$ cat config.mk
export PLATFORM = sky130hd
export DESIGN_NAME = inv_mix_columns_seq
export DESIGN_NICKNAME = d
export VERILOG_FILES = /design/src/rtl/inv_mix_columns_seq_pkg.sv /design/src/rtl/inv_mix_column_word.sv /design/src/rtl/inv_mix_columns_seq.sv
export SDC_FILE = /design/constraint.sdc
export NUM_CORES = 1
export LEC_CHECK = 0
export CORE_MARGIN = 2
export CORE_UTILIZATION = 38
export CTS_BUF_LIST = sky130_fd_sc_hd__clkbuf_16
export DETAILED_ROUTE_END_ITERATION = 10
export GPL_ROUTABILITY_DRIVEN = 0
export MAX_ROUTING_LAYER = met4
export PLACE_DENSITY = 0.7
export REMOVE_ABC_BUFFERS = 1
export SYNTH_ARGS = -nofsm -noshare
export SYNTH_HDL_FRONTEND = slang
export SYNTH_SLANG_ARGS = --single-unit
export TNS_END_PERCENT = 30
$ cat constraint.sdc
create_clock -name clk -period 3.1 [get_ports clk]
set_input_delay 0.465 -clock clk [delete_from_list [all_inputs] [get_ports clk]]
set_output_delay 0.465 -clock clk [all_outputs]
set_load 0.005 [all_outputs]
$ cat src/rtl/inv_mix_columns_seq_pkg.sv
// Shared definitions for the iterative InvMixColumns block: FSM encodings
// and GF(2^8) multiply-by-constant helpers (reduction polynomial 0x11B).
package inv_mix_columns_seq_pkg;

  // 2'd3 is not a legal state; the FSM falls back to IDLE from it.
  typedef enum logic [1:0] {
    IDLE = 2'd0,
    CALC = 2'd1,
    DONE = 2'd2
  } state_t;

  function automatic logic [7:0] xtime(input logic [7:0] x);
    return {x[6:0], 1'b0} ^ (x[7] ? 8'h1b : 8'h00);
  endfunction

  function automatic logic [7:0] gmul09(input logic [7:0] x);
    logic [7:0] x2, x4, x8;
    x2 = xtime(x);
    x4 = xtime(x2);
    x8 = xtime(x4);
    return x8 ^ x;
  endfunction

  function automatic logic [7:0] gmul0b(input logic [7:0] x);
    logic [7:0] x2, x4, x8;
    x2 = xtime(x);
    x4 = xtime(x2);
    x8 = xtime(x4);
    return x8 ^ x2 ^ x;
  endfunction

  function automatic logic [7:0] gmul0d(input logic [7:0] x);
    logic [7:0] x2, x4, x8;
    x2 = xtime(x);
    x4 = xtime(x2);
    x8 = xtime(x4);
    return x8 ^ x4 ^ x;
  endfunction

  function automatic logic [7:0] gmul0e(input logic [7:0] x);
    logic [7:0] x2, x4, x8;
    x2 = xtime(x);
    x4 = xtime(x2);
    x8 = xtime(x4);
    return x8 ^ x4 ^ x2;
  endfunction

endpackage

$ cat src/rtl/inv_mix_column_word.sv
// Combinational InvMixColumns on one 32-bit column, row 0 byte in the MSB.
module inv_mix_column_word
  import inv_mix_columns_seq_pkg::*;
(
  input  logic [31:0] col_in,
  output logic [31:0] col_out
);

  logic [7:0] a0, a1, a2, a3;

  assign a0 = col_in[31:24];
  assign a1 = col_in[23:16];
  assign a2 = col_in[15:8];
  assign a3 = col_in[7:0];

  // Each output row uses the {0E,0B,0D,09} coefficients rotated by its row index.
  always_comb begin
    col_out[31:24] = gmul0e(a0) ^ gmul0b(a1) ^ gmul0d(a2) ^ gmul09(a3);
    col_out[23:16] = gmul09(a0) ^ gmul0e(a1) ^ gmul0b(a2) ^ gmul0d(a3);
    col_out[15:8]  = gmul0d(a0) ^ gmul09(a1) ^ gmul0e(a2) ^ gmul0b(a3);
    col_out[7:0]   = gmul0b(a0) ^ gmul0d(a1) ^ gmul09(a2) ^ gmul0e(a3);
  end

endmodule

$ cat src/rtl/inv_mix_columns_seq.sv
// Iterative AES InvMixColumns: one column per clock through a single shared
// column unit, valid/ready on both sides, result held in DONE until taken.
module inv_mix_columns_seq
  import inv_mix_columns_seq_pkg::*;
#(
  parameter int NCOL = 4
) (
  input  logic         clk,
  input  logic         rst_n,
  input  logic         in_valid,
  output logic         in_ready,
  input  logic [127:0] in_state,
  output logic         out_valid,
  input  logic         out_ready,
  output logic [127:0] out_state,
  output logic         busy
);

  localparam logic [1:0] LAST_COL = 2'(NCOL - 1);

  state_t       fsm, nxt;
  logic [1:0]   col;
  logic [127:0] st;
  logic [6:0]   base;
  logic [31:0]  cur_col, mixed_col;

  // Column col occupies st[127-32*col -: 32].
  assign base    = 7'd127 - {col, 5'd0};
  assign cur_col = st[base -: 32];

  inv_mix_column_word u_word (
    .col_in  (cur_col),
    .col_out (mixed_col)
  );

  assign out_state = st;

  // State register.
  always_ff @(posedge clk) begin
    if (!rst_n) fsm <= IDLE;
    else        fsm <= nxt;
  end

  // Next state and handshake outputs; outputs depend on the state only.
  always_comb begin
    nxt       = fsm;
    in_ready  = 1'b0;
    out_valid = 1'b0;
    busy      = 1'b0;
    case (fsm)
      IDLE: begin
        in_ready = 1'b1;
        if (in_valid) nxt = CALC;
      end
      CALC: begin
        busy = 1'b1;
        if (col == LAST_COL) nxt = DONE;
      end
      DONE: begin
        out_valid = 1'b1;
        if (out_ready) nxt = IDLE;
      end
      default: nxt = IDLE;
    endcase
  end

  // Capture in IDLE, rewrite one column per CALC cycle; col wraps to 0 on exit.
  always_ff @(posedge clk) begin
    if (!rst_n) begin
      st  <= '0;
      col <= '0;
    end else if (fsm == IDLE && in_valid) begin
      st  <= in_state;
      col <= '0;
    end else if (fsm == CALC) begin
      st[base -: 32] <= mixed_col;
      col            <= col + 2'd1;
    end
  end

endmodule

Yosys cells after proc, flatten, opt, wreduce, memory -nomap -nowiden
Index checks and enable logic that the tools add are counted.
{"block": "classes", "add_sub_neg": 3, "n_mul": 0, "n_div": 0, "n_lt_le_gt_ge": 0, "n_eq_ne": 6, "shift": 3, "mux": 22, "bitwise": 49, "n_reduce_logical": 5}
{"cell": "$xor A8 B8 Y8", "count": 47}
{"cell": "$mux W128", "count": 2}
{"cell": "$shift A32 B9 Y159 const A", "count": 1}
{"cell": "$shiftx A159 B8 Y32", "count": 1}
{"cell": "$shiftx A32 B9 Y159", "count": 1}
{"cell": "$bwmux W128", "count": 1}
{"cell": "$mux W5", "count": 12}
{"cell": "$neg A7 Y9", "count": 1}
{"cell": "$xor A8 B5 Y8", "count": 1}
{"cell": "$sub A7 B7 Y7 const A", "count": 1}
{"cell": "$mux W2", "count": 3}
{"cell": "$ne A2 B2 Y1 const B", "count": 3}
{"cell": "$pmux W2 S3", "count": 1}
{"cell": "$eq A2 B2 Y1 const B", "count": 2}
{"cell": "$mux W1", "count": 3}
{"cell": "$reduce_and A3 Y1", "count": 1}
{"cell": "$add A2 B1 Y2 const B", "count": 1}
{"cell": "$eq A2 B1 Y1 const B", "count": 1}
{"cell": "$logic_not A2 Y1", "count": 1}
{"cell": "$reduce_bool A2 Y1", "count": 1}
{"cell": "$reduce_or A2 Y1", "count": 1}
{"cell": "$logic_and A1 B1 Y1", "count": 1}
{"cell": "$not A1 Y1", "count": 1}
{"block": "word_totals", "ff_bits": 132, "latchBits": 0, "ram_bits": 0, "rom_bits": 0, "inputBits": 132, "word_cells": 91, "memories": 0}

Logic depth before layout (Yosys ltp)
Gate-level depths: netlist of run 1.
{"block": "depth", "ltp_word": 17, "ltp_mapped": 12, "ltp_nobuf": 7}

Cells and area by module
A second synthesis of run 1 with hierarchy kept.
{"block": "hier_totals", "hier_cells": 1170, "hier_area_um2": 10258.6}
{"module": "inv_mix_columns_seq", "instances": 1, "cells_per_inst": 953, "area_per_inst_um2": 7925.1}
{"module": "inv_mix_column_word", "instances": 1, "cells_per_inst": 217, "area_per_inst_um2": 2333.5}

Worst setup path after synthesis of run 1
OpenSTA, ideal clock, no wires.
{"block": "synth_timing", "kind": "reg2reg", "startpoint": "register col[0]", "endpoint": "register st[123] (netlist: out_state[123])", "setup_ns": 0.125, "arrival_ns": 2.935, "required_time_ns": 2.975, "setup_slack_ns": 0.040, "stages_incl_launch_ff": 11, "synth_period_minus_slack_ns": 3.060, "cell_sequence": "dfxtp_1 -> buf_6 -> buf_8 -> buf_12 -> mux4_2 -> xnor2_1 -> xnor2_1 -> xnor3_2 -> xor2_1 -> a222oi_1 -> nor2b_1"}
{"block": "synth_between", "elab_chain_len": 15, "elab_cells_between_ends": 68, "cone_classes": "2 x add/sub; 3 x shift; 15 x mux; 48 x bitwise"}
{"element": "start: declaration", "line": "inv_mix_columns_seq.sv:22", "text": "logic [1:0] col;"}
{"element": "start signal: assignment", "line": "inv_mix_columns_seq.sv:77", "text": "col <= col + 2'd1;"}
{"element": "$sub A7 B7 Y7 (*)", "line": "inv_mix_columns_seq.sv:28", "text": "assign base = 7'd127 - {col, 5'd0};"}
{"element": "$shiftx A159 B8 Y32", "line": "inv_mix_columns_seq.sv:29", "text": "assign cur_col = st[base -: 32];"}
{"element": "$xor A8 B8 Y8 / $mux W5 (equally long branches) (2 in series)", "line": "inv_mix_columns_seq_pkg.sv:13", "text": "return {x[6:0], 1'b0} ^ (x[7] ? 8'h1b : 8'h00);"}
{"element": "$mux W5 / $xor A8 B8 Y8 (equally long branches)", "line": "inv_mix_columns_seq_pkg.sv:13"}
{"element": "$xor A8 B8 Y8", "line": "inv_mix_columns_seq_pkg.sv:13"}
{"element": "$xor A8 B8 Y8, on equally long branches (2 in series)", "line": "inv_mix_columns_seq_pkg.sv:29, inv_mix_columns_seq_pkg.sv:37, inv_mix_columns_seq_pkg.sv:45"}
{"element": "$xor A8 B8 Y8, on equally long branches (3 in series)"}
{"element": "$shiftx A32 B9 Y159", "line": "inv_mix_columns_seq.sv:76", "text": "st[base -: 32] <= mixed_col;"}
{"element": "$bwmux W128 (*)", "line": "inv_mix_columns_seq.sv:76"}
{"element": "$mux W128 (*)", "line": "inv_mix_columns_seq.sv:75", "text": "end else if (fsm == CALC) begin"}
{"element": "$mux W128 (*)", "line": "inv_mix_columns_seq.sv:72", "text": "end else if (fsm == IDLE && in_valid) begin"}
{"element": "end signal: assignment", "line": "inv_mix_columns_seq.sv:73", "text": "st <= in_state;"}
{"element": "end signal: indexed assignment", "line": "inv_mix_columns_seq.sv:76"}
{"element": "end: declaration", "line": "inv_mix_columns_seq.sv:23", "text": "logic [127:0] st;"}
Mark *: on every way between the ends. The rest lies on a longest branch, timed or not. The select of a mux whose other input is x is not followed.
A chain may end at the register's enable or synchronous reset.

Worst setup path in the final report of run 1
{"block": "layout_timing", "startpoint": "register col[0]", "endpoint": "register st[99] (netlist: out_state[99])"}
Same word-level chain as after synthesis.

==> results of run 1 <==
==> final cells by class <==
class | instances | area [um2] | area share (%)
flip-flops and latches | 132 | 2650 | 20.6
clock buffers | 17 | 425 | 3.31
multi-input cells | 510 | 5690 | 44.3
clock inverters | 13 | 56.3 | 0.439
well taps | 280 | 350 | 2.73
repair buffers | 382 | 3650 | 28.5
inverters | 4 | 15.0 | 0.117
==> cells by family after synthesis <==
kind of cell,Yosys count,share of synthesized area (%)
and+or+nand+nor,147,10.8
AOI/OAI and AO/OA,143,16.4
buffers and inverters,75,4.39
xor gates and xnor gates,184,27.5
muxes,32,8.66
DFF,132,31.7
adders and majority gates,4,0.601
==> path summary, 6_finish.rpt <==
path / from / end / slack [ps] / cells past startpoint
setup / recovery: col[0] / out_state[99] / -40 / 9
hold / removal: rst_n / fsm[0] / 540 / 2
setup reg to reg: col[0] / out_state[99] / -40 / 9
hold reg to reg: out_state[96] / out_state[96] / 550 / 2
==> per-stage QoR <==
step	worst slack (ps)	setup TNS (ps)	std cells	hold slack [ps]	cell area [um2]
after floorplan	-1270	-155190	646	530	7980
after detailed placement	-46.9	-416	1279	537	11800
after CTS	-17.5	-52.8	1313	518	12300
final	-41.8	-55.9	1338	536	12800
after global routing	-138	-2670	1338	542	12800
after global placement	-21.3	-74.6	1279	532	11800
==> metal layers <==
layer	up-vias	track usage, %	routed length (um)
li1	3422	-	-
met4	0	6.81	470
met5	-	-	0
met1	3700	33.5	12100
met3	42	4.76	2610
met2	474	40.5	14800
==> flip-flops by register name, summed over array words and instances (netlist names) <==
| name | cells |
|---|---|
| out_state | 128 |
| fsm | 2 |
| col | 2 |
==> cells in the final DEF, fill, tap and decap left out, drive strengths merged, types with 18 or more instances in the layout <==
cell and instances:
a222oi 120, buf 120, clkbuf 18, clkdlybuf4s50 261
dfxtp 132, mux4 32, nor2b 122, xnor2 115
xnor3 25, xor2 41
==> worst register-to-register path, stage by stage (launching register included) <==
cell and delay, ps:
dfxtp_4 400, buf_12 170, mux4_2 650, xnor2_1 180
buf_4 150, xor3_2 430, xnor3_1 420, xnor2_2 200
a222oi_1 340, nor2b_1 90
==> what timing repair did <==
action,4_1_cts,5_1_grt
buffers inserted,4,25
gates cloned,0,1
hold buffers,0,0
pin swaps,7,16
resized for setup,8,46
setup endpoints to repair,18,61
==> out/metrics.yaml, run 1 <==
critical_path:
  cp_cell_sequence: "buf_12 > mux4_2 > xnor2_1 > buf_4 > xor3_2 > xnor3_1 > xnor2_2 > a222oi_1 > nor2b_1"
  critPathSlowestCell: "mux4_2"
  criticalPathCategory: "flop to flop"
  max_stage_delay_ps: 640
  cp.required_ps: 3400
  crit_family: "XOR/XNOR gates"
  crit_buf_inv: 2
  crit_path_max_fanout: 12
  worst_setup_path_end_kind: "flop"
  crit_arrival_ps: 3440
  startpoint_type: "flop"
sta:
  period_minus_slack_ps: 3140
  fin_crit_sh_pct: 101
  hold_viol: 0
  finalSetupViolCount: 2
  timing.final.ws_setup_ps: -41.8
  clock_skew_ps: 8.02
  final_max_slew_viol_count: 0
  max_freq_mhz: 318
  slew_headroom_pct: 43.0
  worst_pin_slew_ps: 854
  rsz0062_at_grt: "yes"
clock_tree:
  cts_num_sinks: 132
  cts_htree_levels: 4
  clockBufferDepth: 2
  cts_tree: "done"
  cts_root_buffer: "clkbuf_16"
  cts_buffers: 17
  clk_pin_slew_ps: 60
  clkLatencyLatePin_ps: 430
status:
  violations: "setup timing"
  status: "finished with violations"
logic_synthesis:
  synthArstFlopShare_pct: 0
  synth_area_leaders: "dfxtp_1 (32%), a222oi_1 (14%), xnor2_1 (9.9%), nor2b_1 (9.2%), mux4_2 (8.7%)"
  syn_avg_cell_area_um2: 11.6
  synth_edf_count: 0
  synth_cell_types: 35
  yosysWarnings: 0
  ys_seq_area_share_pct: 31.7
  syn_area_um2: 8330
  synth_ff_type: "dfxtp_1"
  syn_inst: 717
  yosysMostFrequentCell: "dfxtp_1"
  ys_ff_latch: 132
  ys_top_cells_by_count: "dfxtp_1 (132), nor2b_1 (122), a222oi_1 (120)"
  synth_top_cell_by_area: "dfxtp_1"
  post-synth-top-area-fraction_pct: 31.7
floorplanning:
  die_w_um: 152
  start_util_pct: 38.4
  design.core.area_um2: 21700
  pin_count: 263
  dieHeight_um: 152
  dieArea_um2: 23100
  core.rowCount: 54
final_layout:
  nFillCells: 1763
  nets: 1183
  n_antenna_cell: 0
  areaGrowthSynthToFinish_pct: 54.2
  drive_gt1_share_pct: 23.5
  post-route-util_pct: 59.2
detailed_routing:
  postRouteAntennaNets: 0
  wirelength_um: 30100
  vias: 7638
  drc: 0
  first_iter_violations: 1160
  drtPass1Iterations: 7
  viasPerCell: 5.71
  wl_per_cell_um: 22.5
grt:
  grt_antenna_before_repair: 0
  grt_pass1_vias: 7654
  globalRouteOverflowTotal: 0
  track_usage_pct: 25.5
  grt_pass1_wl_um: 44700
  grt_max_degree: 68
placement:
  hpwl_um: 21900
  io_buffers: 262
min_path:
  holdCritPathClass: "primary input to flop"
job:
  cap_violations: 0
Power of run 1 is not shown: default switching activity piles up to over one toggle a cycle in this logic, so the estimate is an artifact.
==> inputs of run 2 (changes only) <==
--- a/config.mk
+++ b/config.mk
@@ -10,10 +10,9 @@
 export CTS_BUF_LIST = sky130_fd_sc_hd__clkbuf_16
 export DETAILED_ROUTE_END_ITERATION = 10
 export GPL_ROUTABILITY_DRIVEN = 0
-export MAX_ROUTING_LAYER = met4
-export PLACE_DENSITY = 0.7
-export REMOVE_ABC_BUFFERS = 1
+export PLACE_DENSITY = 0.67
 export SYNTH_ARGS = -nofsm -noshare
 export SYNTH_HDL_FRONTEND = slang
+export SYNTH_HIERARCHICAL = 1
 export SYNTH_SLANG_ARGS = --single-unit
 export TNS_END_PERCENT = 30
==> run 2 against run 1 <==
Effect of this change: the run still ends with setup timing left; via count up 40%; global-route usage rose by 3.1 points; register-to-register slack lost 150 ps; core utilization down 2.1 points; routed wire length up 41%; die area increased by 23%; critical path type unchanged; largest cell class unchanged; highest routed layer unchanged.
==> out/metrics.yaml, run 2 <==
grt:
  grt_max_degree: 82
  grt_antenna_before_repair: 0
  grt_pass1_vias: 10400
  globalRouteOverflowTotal: 0
  grt_pass1_wl_um: 62100
  track_usage_pct: 28.6
critical_path:
  r2r_setup_slack_ps: -190
  crit_path_max_fanout: 12
  criticalPathCategory: "flop to flop"
  ff2ff_path_depth: 9
  r2r-start: "col[1]"
  startpoint_type: "flop"
  crit_arrival_ps: 3610
  reg2reg_to: "out_state[4]"
  worst_setup_path_end_kind: "flop"
  cp.required_ps: 3420
sta:
  fin_crit_sh_pct: 106
  period_minus_slack_ps: 3290
  rsz0062_at_grt: "yes"
  worst_pin_slew_ps: 968
  clock_skew_ps: 11.8
  hold_slack_ps: 557
  final_max_slew_viol_count: 0
  slew_headroom_pct: 35.3
  max_freq_mhz: 304
  finalSetupViolCount: 62
  tns_ps: -3740
  timing.final.ws_setup_ps: -189
  hold_viol: 0
min_path:
  min_to: "out_state[67]"
  holdCritPathClass: "primary input to flop"
  hp-start: "rst_n"
  worstHoldPathCells: 2
logic_synthesis:
  ys_top_cells_by_count: "dfxtp_1 (132), inv_1 (131), a21oi_1 (128)"
  post-synth-top-area-fraction_pct: 25.8
  synth_cell_types: 34
  synth_area_leaders: "dfxtp_1 (26%), o221a_2 (12%), xnor2_1 (11%), mux4_2 (7.0%), xnor3_1 (6.8%)"
  ys_ff_latch: 132
  syn_avg_cell_area_um2: 8.77
  synth_top_cell_by_area: "dfxtp_1"
  synth_nets: 1306
  synth_ff_type: "dfxtp_1"
  syn_inst: 1170
  yosysMostFrequentCell: "dfxtp_1"
  syn_area_um2: 10300
  synthArstFlopShare_pct: 0
  synth_edf_count: 0
  yosysWarnings: 6
  ys_seq_area_share_pct: 25.8
clock_tree:
  cts_hold_buf: 0
  cts_root_buffer: "clkbuf_16"
  cts_tree: "done"
  cts_htree_levels: 4
  cts_buffers: 17
  cts_num_sinks: 132
  clkLatencyLatePin_ps: 440
  clockBufferDepth: 2
  clk_pin_slew_ps: 60
final_layout:
  post-route-util_pct: 57.1
  layout_commonest_cell: "clkdlybuf4s50_1"
  drive_gt1_share_pct: 29.4
  nFillCells: 2301
  n_antenna_cell: 0
  nets: 1621
  largest_reg_flops: 128
  areaGrowthSynthToFinish_pct: 48.8
  layout_common_cells: "clkdlybuf4s50_1 (261), buf_4 (151), inv_1 (131)"
detailed_routing:
  wirelength_um: 42400
  first_iter_violations: 1241
  viasPerCell: 5.83
  drtPass1Iterations: 6
  drc: 0
  postRouteAntennaNets: 0
  wl_per_cell_um: 23.1
  vias: 10700
placement:
  place_ws_ps: -173
  io_buffers: 262
  hpwl_um: 29900
floorplanning:
  dieArea_um2: 28300
  pin_count: 263
  start_util_pct: 38.4
  dieHeight_um: 168
  die_w_um: 168
  design.core.area_um2: 26700
  core.rowCount: 60
status:
  status: "finished with violations"
  violations: "setup timing"
job:
  cap_violations: 0
run 2: logic make-up after synthesis:
kind of cell    synth area share, %
simple gates                   12.7
buf+inv                        11.1
compound gates                 20.5
xor+xnor                       21.8
flops                          25.8
mux                            7.61
fa+ha+maj                     0.488
run 2: layout make-up:
cell class,count,area (um2),share of cell area (%)
Clock inverter,14,114,0.746
Sequential cell,132,2650,17.3
Tap cell,341,427,2.80
Clock buffer,17,425,2.79
Inverter,131,492,3.22
Multi-Input combinational cell,774,7130,46.7
Timing Repair Buffer,429,4030,26.4
run 2: routing by layer:
layer / up-vias / track usage [%] / share of wire, %
li1: 4727 / - / -
met1: 5191 / 37.2 / 40
met2: 684 / 45.9 / 48
met3: 105 / 6.49 / 9.4
met4: 0 / 11.8 / 3.3
met5: - / 0 / 0
run 2: repair_timing:
| action | CTS | global route |
|---|---|---|
| pin swaps | 14 | 16 |
| setup buffers | 9 | 14 |
| setup endpoints to repair | 96 | 121 |
| gates resized for setup | 39 | 62 |
| gates cloned | 1 | 0 |
run 2: critical path, stage by stage (launching register included):
cell	delay [ps]
dfxtp_4	390
buf_12	150
mux4_2	610
xor2_2	310
xnor3_2	580
xnor2_4	250
xnor3_2	430
nand4_1	140
nor2_1	60
o221a_2	250
run 2: how the worst max path moves through the flow:
stage | startpoint | to | slack [ps] | cells after the start
2_1_floorplan | col[1] | out_state[22] | -100 | 11
3_3_place_gp | col[1] | out_state[82] | -160 | 10
3_5_place_dp | col[1] | out_state[4] | -170 | 10
4_1_cts | col[1] | out_state[100] | -80 | 10
5_1_grt | col[1] | out_state[124] | -240 | 11
6_report | col[1] | out_state[4] | -190 | 9
run 2: per-stage QoR:
| stage | cell area (um2) | cells |
|---|---|---|
| 2_1_floorplan | 10300 | 1170 |
| 3_3_place_gp | 13900 | 1783 |
| 3_5_place_dp | 13900 | 1783 |
| 4_1_cts | 14800 | 1824 |
| 5_1_grt | 15300 | 1838 |
| 6_report | 15300 | 1838 |
Power of run 2 is left out for the same reason.
